$ cat src/rtl/counter_pkg.sv
// Shared types and helpers for the modulus up/down counter.
package counter_pkg;

  typedef enum logic {RUN, HALT} cnt_state_t;

  // Terminal value for the current direction: MODULUS-1 counting up, 0 counting down.
  function automatic int unsigned terminal_value(input int unsigned modulus, input logic up);
    return up ? modulus - 1 : 0;
  endfunction

endpackage

$ cat src/rtl/counter_prescaler.sv
// Prescale counter: emits a one-cycle tick on every PRESCALE-th enabled cycle.
module counter_prescaler #(
  parameter int unsigned PRESCALE = 1
) (
  input  logic clk,
  input  logic reset,
  input  logic clr,
  input  logic en,
  output logic tick
);

  if (PRESCALE <= 1) begin : g_bypass
    logic unused_inputs;
    assign unused_inputs = ^{clk, reset, clr};
    assign tick = en;
  end else begin : g_count
    localparam int unsigned CntW = $clog2(PRESCALE);
    localparam logic [CntW-1:0] Last = CntW'(PRESCALE - 1);

    logic [CntW-1:0] cnt_q, cnt_d;

    assign tick = en && (cnt_q == Last);

    always_comb begin
      cnt_d = cnt_q;
      if (clr) begin
        cnt_d = '0;
      end else if (en) begin
        cnt_d = tick ? '0 : cnt_q + 1'b1;
      end
    end

    always_ff @(posedge clk) begin
      if (reset) begin
        cnt_q <= '0;
      end else begin
        cnt_q <= cnt_d;
      end
    end
  end

endmodule

$ cat src/rtl/mod_updown_counter.sv
// Synchronous modulus up/down counter with load, prescaler, one-shot halt and
// a registered terminal-count pulse.
module mod_updown_counter
  import counter_pkg::*;
#(
  parameter int unsigned WIDTH    = 4,
  parameter int unsigned MODULUS  = 16,
  parameter int unsigned PRESCALE = 1
) (
  input  logic             clk,
  input  logic             reset,
  input  logic             en,
  input  logic             up,
  input  logic             load,
  input  logic [WIDTH-1:0] load_val,
  input  logic             one_shot,
  output logic [WIDTH-1:0] q,
  output logic             tc,
  output logic             done
);

  if (MODULUS < 2 || longint'(MODULUS) > (longint'(1) << WIDTH)) begin : g_bad_modulus
    $error("MODULUS must lie in 2..2**WIDTH");
  end
  if (PRESCALE < 1) begin : g_bad_prescale
    $error("PRESCALE must be at least 1");
  end

  localparam logic [WIDTH-1:0] MaxVal = WIDTH'(MODULUS - 1);

  cnt_state_t       state_q, state_d;
  logic [WIDTH-1:0] cnt_q, cnt_d;
  logic             tc_q, tc_d;
  logic             done_q, done_d;

  logic             running;
  logic             tick;
  logic             step;
  logic             at_term;
  logic [WIDTH-1:0] term_val;
  logic [WIDTH-1:0] load_clamped;

  assign running      = (state_q == RUN);
  assign term_val     = WIDTH'(terminal_value(MODULUS, up));
  assign at_term      = (cnt_q == term_val);
  assign load_clamped = (load_val > MaxVal) ? MaxVal : load_val;
  assign step         = running && tick;

  // The prescaler is frozen while halted so a resumed count starts cleanly after load.
  counter_prescaler #(
    .PRESCALE(PRESCALE)
  ) u_prescaler (
    .clk  (clk),
    .reset(reset),
    .clr  (load),
    .en   (en && running),
    .tick (tick)
  );

  always_comb begin
    cnt_d   = cnt_q;
    tc_d    = 1'b0;
    done_d  = done_q;
    state_d = state_q;
    if (load) begin
      cnt_d   = load_clamped;
      done_d  = 1'b0;
      state_d = RUN;
    end else if (step) begin
      if (at_term) begin
        tc_d = 1'b1;
        if (one_shot) begin
          done_d  = 1'b1;
          state_d = HALT;
        end else begin
          cnt_d = up ? '0 : MaxVal;
        end
      end else begin
        cnt_d = up ? cnt_q + 1'b1 : cnt_q - 1'b1;
      end
    end
  end

  always_ff @(posedge clk) begin
    if (reset) begin
      cnt_q   <= '0;
      tc_q    <= 1'b0;
      done_q  <= 1'b0;
      state_q <= RUN;
    end else begin
      cnt_q   <= cnt_d;
      tc_q    <= tc_d;
      done_q  <= done_d;
      state_q <= state_d;
    end
  end

  assign q    = cnt_q;
  assign tc   = tc_q;
  assign done = done_q;

endmodule

$ cat config.mk
export PLATFORM = sky130hd
export DESIGN_NAME = mod_updown_counter
export DESIGN_NICKNAME = d
export VERILOG_FILES = /design/src/rtl/counter_pkg.sv /design/src/rtl/counter_prescaler.sv /design/src/rtl/mod_updown_counter.sv
export SDC_FILE = /design/constraint.sdc
export NUM_CORES = 1
export LEC_CHECK = 0
export CAP_MARGIN = 20
export CORE_MARGIN = 2
export CORE_UTILIZATION = 39
export DETAILED_ROUTE_END_ITERATION = 8
export GPL_ROUTABILITY_DRIVEN = 0
export PLACE_DENSITY = 0.7
export SLEW_MARGIN = 25
export SYNTH_ARGS = -nofsm -noshare
export SYNTH_HDL_FRONTEND = slang
export SYNTH_HIERARCHICAL = 1
export SYNTH_SLANG_ARGS = --single-unit
$ cat constraint.sdc
create_clock -name clk -period 1.93 [get_ports clk]
set_input_delay 0.386 -clock clk [delete_from_list [all_inputs] [get_ports clk]]
set_output_delay 0.386 -clock clk [all_outputs]
set_load 0.02 [all_outputs]
==> impl_metrics.env, run 1 <==
export IMPL_status="complete, no violations"
export IMPL_tightest_slew_ns=0.367
export IMPL_dpl_cell_area_sq_um=739
export IMPL_netlist_area_leader_share=0.231
export IMPL_ant_nets=0
export IMPL_ys_flop_type="dfxtp_1"
export IMPL_period_share=0.952
export IMPL_h_tree_depth=1
export IMPL_yosys_top_cells_count="a21oi_1 (6), dfxtp_1 (6), nor2_1 (5)"
export IMPL_r2r_slack_ns=0.27
export IMPL_fin_nets=100
export IMPL_path_max_fanout=9
export IMPL_cts_made_buffers=3
export IMPL_via_per_inst=5.42
export IMPL_fin_skew_ns=0.00374
export IMPL_grtUsageTotal=0.181
export IMPL_cts_tree="yes"
export IMPL_drv_slew=0
export IMPL_io_buffers=15
export IMPL_vdd_drop_max_mv=0.253
export IMPL_async_reset_ff_frac=0
export IMPL_n_antenna_cell=0
export IMPL_routed_wl_um=1240
export IMPL_synth_seq_cells=6
export IMPL_hold_start="done"
export IMPL_syn_area_sq_um=519
export IMPL_cp_required_ns=1.54
export IMPL_dr_first_iter_drc_count=9
export IMPL_clock_fmax_mhz=544
export IMPL_wire_per_inst_um=12.4
export IMPL_critical_path_top_delay_family="buffers and inverters"
export IMPL_synth_cell_types=35
export IMPL_critPathCaptureType="primary output"
export IMPL_p_per_area_nw_per_um2=580
export IMPL_cts_reportedPaths_clkPinSlew_ns=0.05
export IMPL_cp_num_buf_inv=1
export IMPL_cts_sinks=6
export IMPL_hp_class="flip-flop to flip-flop"
export IMPL_overflow=0
export IMPL_path_class="flip-flop to primary output"
export IMPL_synthTopCellsByArea="dfxtp_1 (23%), a21oi_1 (5.8%), ha_1 (4.8%)"
export IMPL_grt_first_pass_wirelength_um=1960
export IMPL_cp_slowest_stage_delay_ns=0.68
export IMPL_total_power_w=0.000461
export IMPL_first_pass_iters=4
export IMPL_clockBufferDepth=2
export IMPL_critical_path_arrival_ns=1.45
export IMPL_drc=0
export IMPL_hold_viol=0
export IMPL_path_cells="clkdlybuf4s50_1"
export IMPL_ys_seq_area_frac=0.231
export IMPL_slowest_stage="clkdlybuf4s50_1"
export IMPL_route_vias_total=542
export IMPL_yosys_area_top_type="dfxtp_1"
export IMPL_die_h_um=40.5
export IMPL_die_w_um=40.5
export IMPL_crit_path_start_kind="flip-flop"
export IMPL_worst_hold_path_num_cells=2
export IMPL_yosys_warnings=6
export IMPL_rr_startpoint="q[1]"
export IMPL_period_needed_ns=1.84
export IMPL_dp_hpwl_um=875
export IMPL_grt_max_degree=10
export IMPL_synth_edff_count=0
export IMPL_grt_pass1_vias=458
export IMPL_cellLeakagePower_nw=0.311
export IMPL_syn_area_per_cell_sq_um=8.24
export IMPL_rows=13
export IMPL_core_area_sq_um=1270
export IMPL_area_growth_pct=53.0
export IMPL_utilization=0.626
export IMPL_relSlewSlack=0.755
export IMPL_min_to="done"
export IMPL_maxCapViolCount=0
export IMPL_fill_cells=120
export IMPL_clockRootBuffer="clkbuf_4"
export IMPL_grt_antenna_before_repair=0
export IMPL_rr_worst_depth=5
export IMPL_synth_nets=76
export IMPL_rsz0062_at_grt="false"
export IMPL_finalInstanceArea_sq_um=795
export IMPL_io_pins=16
export IMPL_start_util=0.409
export IMPL_fp_dieArea_sq_um=1640
export IMPL_syn_inst=63
export IMPL_r2r_end="q[3]"
export IMPL_drive_above_1_share=0.271
export IMPL_worst_skew_pair_late_latency_ns=0.24
export IMPL_setup_viol=0
==> final cells by class <==
cell class              count  area [sq um]  share of cell area
multi-input cells          48           402               0.506
flip-flops and latches      6           120               0.151
repair buffers             24           216               0.272
well taps                  15          18.8              0.0236
clock buffers               3          22.5              0.0283
inverters                   4          15.0              0.0189
==> per-stage QoR <==
stage | hold slack (ns) | instances | worst slack (ns) | TNS, ns
after global routing | 0.570 | 100 | 0.00509 | 0
after detailed placement | 0.525 | 97 | -0.391 | -1.22
after global placement | 0.523 | 97 | -0.350 | -1.07
after floorplan | 0.452 | 63 | 0.00174 | 0
after CTS | 0.533 | 100 | 0.0870 | 0
final | 0.529 | 100 | 0.0924 | 0
==> routing by layer <==
layer  part of all wire  wire (um)  track usage
met1               0.47        585        0.238
met2               0.46        570        0.298
met3              0.066         82       0.0333
met4             0.0032          4       0.0500
met5                  0          0            0
==> cells in the final DEF, fill, tap and decap left out, drive strengths merged, types with 2 or more instances in the layout <==
cell type,n
nand3,3
or3,2
a21oi,7
mux2i,2
ha,2
nand2,2
dfxtp,6
and3,2
nor2,5
nor3,2
clkdlybuf4s50,14
clkbuf,3
nor2b,2
inv,4
o21ai,4
nand2b,2
buf,9
==> state kept, by name (all words and copies together), names as in the netlist <==
name  count
q         4
tc        1
done      1
==> how the worst max path moves through the flow <==
| stage | startpoint | end | slack [ns] | depth (start not counted) |
|---|---|---|---|---|
| 6_report | q[0] | q[0] | 0.09 | 1 |
| 3_3_place_gp | up | q[3] | -0.35 | 7 |
| 3_5_place_dp | up | q[3] | -0.39 | 7 |
| 5_1_grt | q[0] | q[0] | 0.005 | 1 |
| 2_1_floorplan | up | q[3] | 0.002 | 8 |
| 4_1_cts | q[0] | q[0] | 0.09 | 1 |
==> logic make-up after synthesis <==
kind of cell	after synthesis	synth area share
muxes	2	0.0386
buffers and inverters	9	0.0915
AOI/OAI and AO/OA	17	0.248
xor gates and xnor gates	2	0.0337
adders and majority gates	3	0.0867
DFF	6	0.231
and+or+nand+nor	24	0.270
==> power by group <==
group / leakage, nW / internal (W) / switching (W)
Combinational: 0.248 / 0.000107 / 0.0000847
Sequential: 0.0495 / 0.000133 / 0.0000182
Clock: 0.0138 / 0.0000705 / 0.0000478
==> what timing repair did <==
item / 4_1_cts / 5_1_grt
hold buffers: 0 / 0
resized for setup: 6 / 0
buffers inserted: 0 / 0
setup endpoints to repair: 2 / 0
Note: power is estimated with default switching activity, not from simulation.
==> inputs of run 2 (changes only) <==
--- a/config.mk
+++ b/config.mk
@@ -10,7 +10,7 @@
 export CORE_UTILIZATION = 39
 export DETAILED_ROUTE_END_ITERATION = 8
 export GPL_ROUTABILITY_DRIVEN = 0
-export PLACE_DENSITY = 0.7
+export PLACE_DENSITY_LB_ADDON = 0.08
 export SLEW_MARGIN = 25
 export SYNTH_ARGS = -nofsm -noshare
 export SYNTH_HDL_FRONTEND = slang
==> run 2 against run 1 <==
Non-clock buffer count increased by 5. Count of clock-buffer cells in the layout unchanged. Total power increased by 7.4%. Via count decreased by 0.92%. Routed wire length rose by 6.2%. Cell area is 9.6% higher. Clock skew grew 0.0019 ns. Global-route usage is 1.1 points higher. Die area unchanged. Utilization up 6.0 points. Combinational power increased by 16%. Register-to-register slack about the same. Largest power group unchanged. Highest routed layer unchanged. Critical endpoint unchanged.
==> impl_metrics.env, run 2 (synthesis results as in run 1) <==
export IMPL_wire_per_inst_um=12.6
export IMPL_critical_path_top_delay_family="buffers and inverters"
export IMPL_cts_reportedPaths_clkPinSlew_ns=0.05
export IMPL_hp_class="flip-flop to flip-flop"
export IMPL_cts_made_buffers=3
export IMPL_grt_pass1_vias=475
export IMPL_seq_power_share=0.311
export IMPL_status="complete, no violations"
export IMPL_swShare=0.326
export IMPL_core_area_sq_um=1270
export IMPL_largest_register_ffs=4
export IMPL_dpl_cell_area_sq_um=762
export IMPL_ant_nets=0
export IMPL_drc=0
export IMPL_relSlewSlack=0.808
export IMPL_crit_path_start_kind="flip-flop"
export IMPL_hold_viol=0
export IMPL_cellLeakagePower_nw=0.355
export IMPL_grt_antenna_before_repair=0
export IMPL_clock_fmax_mhz=577
export IMPL_cp_num_buf_inv=1
export IMPL_p_comb_frac=0.447
export IMPL_h_tree_depth=1
export IMPL_io_pins=16
export IMPL_cp_slowest_stage_delay_ns=0.65
export IMPL_clockBufferDepth=2
export IMPL_dr_first_iter_drc_count=5
export IMPL_p_per_area_nw_per_um2=568
export IMPL_worst_skew_pair_late_latency_ns=0.25
export IMPL_r2r_slack_ns=0.28
export IMPL_drive_above_1_share=0.356
export IMPL_rows=13
export IMPL_utilization=0.686
export IMPL_slowest_stage="clkdlybuf4s50_1"
export IMPL_finalInstanceArea_sq_um=871
export IMPL_fin_nets=105
export IMPL_fp_dieArea_sq_um=1640
export IMPL_grt_max_degree=10
export IMPL_rsz0062_at_grt="false"
export IMPL_path_max_fanout=9
export IMPL_route_vias_total=537
export IMPL_critical_path_arrival_ns=1.35
export IMPL_setup_viol=0
export IMPL_path_class="flip-flop to primary output"
export IMPL_start_util=0.409
export IMPL_postCtsHoldBufs=0
export IMPL_period_share=0.899
export IMPL_fin_skew_ns=0.00559
export IMPL_final_cell_mix="clkdlybuf4s50_1 (14), buf_4 (14), nor2_1 (5), a21oi_1 (5), dfxtp_1 (4)"
export IMPL_die_h_um=40.5
export IMPL_area_growth_pct=67.7
export IMPL_p_sw_w=0.000161
export IMPL_io_buffers=15
export IMPL_clockRootBuffer="clkbuf_4"
export IMPL_drv_slew=0
export IMPL_tightest_slew_ns=0.287
export IMPL_period_needed_ns=1.73
export IMPL_routed_wl_um=1320
export IMPL_n_antenna_cell=0
export IMPL_via_per_inst=5.11
export IMPL_first_pass_iters=4
export IMPL_grt_first_pass_wirelength_um=1990
export IMPL_critPathCaptureType="primary output"
export IMPL_path_cells="clkdlybuf4s50_1"
export IMPL_overflow=0
export IMPL_cts_tree="yes"
export IMPL_grtUsageTotal=0.192
export IMPL_cp_required_ns=1.54
export IMPL_die_w_um=40.5
export IMPL_maxCapViolCount=0
export IMPL_cts_sinks=6
export IMPL_pwr_share_clk=0.242
export IMPL_dp_hpwl_um=973
export IMPL_p_int_w=0.000334
export IMPL_vdd_drop_max_mv=0.344
## run 2: path summary, 6_finish.rpt
path,from,end,depth (start not counted)
hold reg to reg,done,done,2
setup / recovery,q[0],q[0],1
hold / removal,done,done,2
setup reg to reg,q[1],q[0],6
## run 2: final cells by class
| cell class | count | area, sq um |
|---|---|---|
| timing repair buffer | 29 | 258 |
| clock buffer | 3 | 22.5 |
| sequential | 6 | 123 |
| inverter | 4 | 15.0 |
| multi-input combinational | 48 | 434 |
| tap | 15 | 18.8 |
| fill | 108 | 398 |
## run 2: what timing repair did
| item | 4_1_cts | 5_1_grt |
|---|---|---|
| buffers inserted | 0 | 2 |
| endpoints found under the setup margin | 2 | 4 |
| gates resized for setup | 6 | 7 |
| pin swaps | 0 | 2 |
## run 2: layer usage
layer	routed length [um]	up-vias	track usage	part of all wire
met4	5	0	0.0500	0.0038
met2	635	17	0.317	0.48
met5	0	-	0	0
met3	75	2	0.0833	0.057
li1	-	282	-	-
met1	602	236	0.224	0.46
## run 2: power groups by stage
| stage | Sequential (W) | Clock, W | Combinational [W] |
|---|---|---|---|
| after floorplan | 0.000154 | 0 | 0.000114 |
| after CTS | 0.000151 | 0.000124 | 0.000201 |
| after detailed placement | 0.000150 | 0 | 0.000187 |
| after global placement | 0.000150 | 0 | 0.000185 |
| after global routing | 0.000156 | 0.000131 | 0.000237 |
| final | 0.000154 | 0.000120 | 0.000221 |
## run 2: metrics by stage
step	hold slack (ns)	setup slack, ns	TNS (ns)	power (W)	std cells
after floorplan	0.452	0.00174	0	0.000269	63
after global placement	0.518	-0.335	-1.28	0.000336	100
after detailed placement	0.517	-0.385	-1.42	0.000338	100
after CTS	0.528	-0.0461	-0.0461	0.000475	103
after global routing	0.590	0.135	0	0.000524	105
final	0.528	0.196	0	0.000495	105
==> inputs of run 3 (changes only) <==
--- a/config.mk
+++ b/config.mk
@@ -9,7 +9,7 @@
 export CORE_MARGIN = 2
 export CORE_UTILIZATION = 39
 export DETAILED_ROUTE_END_ITERATION = 8
-export GPL_ROUTABILITY_DRIVEN = 0
+export GPL_ROUTABILITY_DRIVEN = 1
 export PLACE_DENSITY_LB_ADDON = 0.08
 export SLEW_MARGIN = 25
 export SYNTH_ARGS = -nofsm -noshare
==> results of run 3 <==
Same layout as run 2: the final DEF is identical, and so are final timing and power.
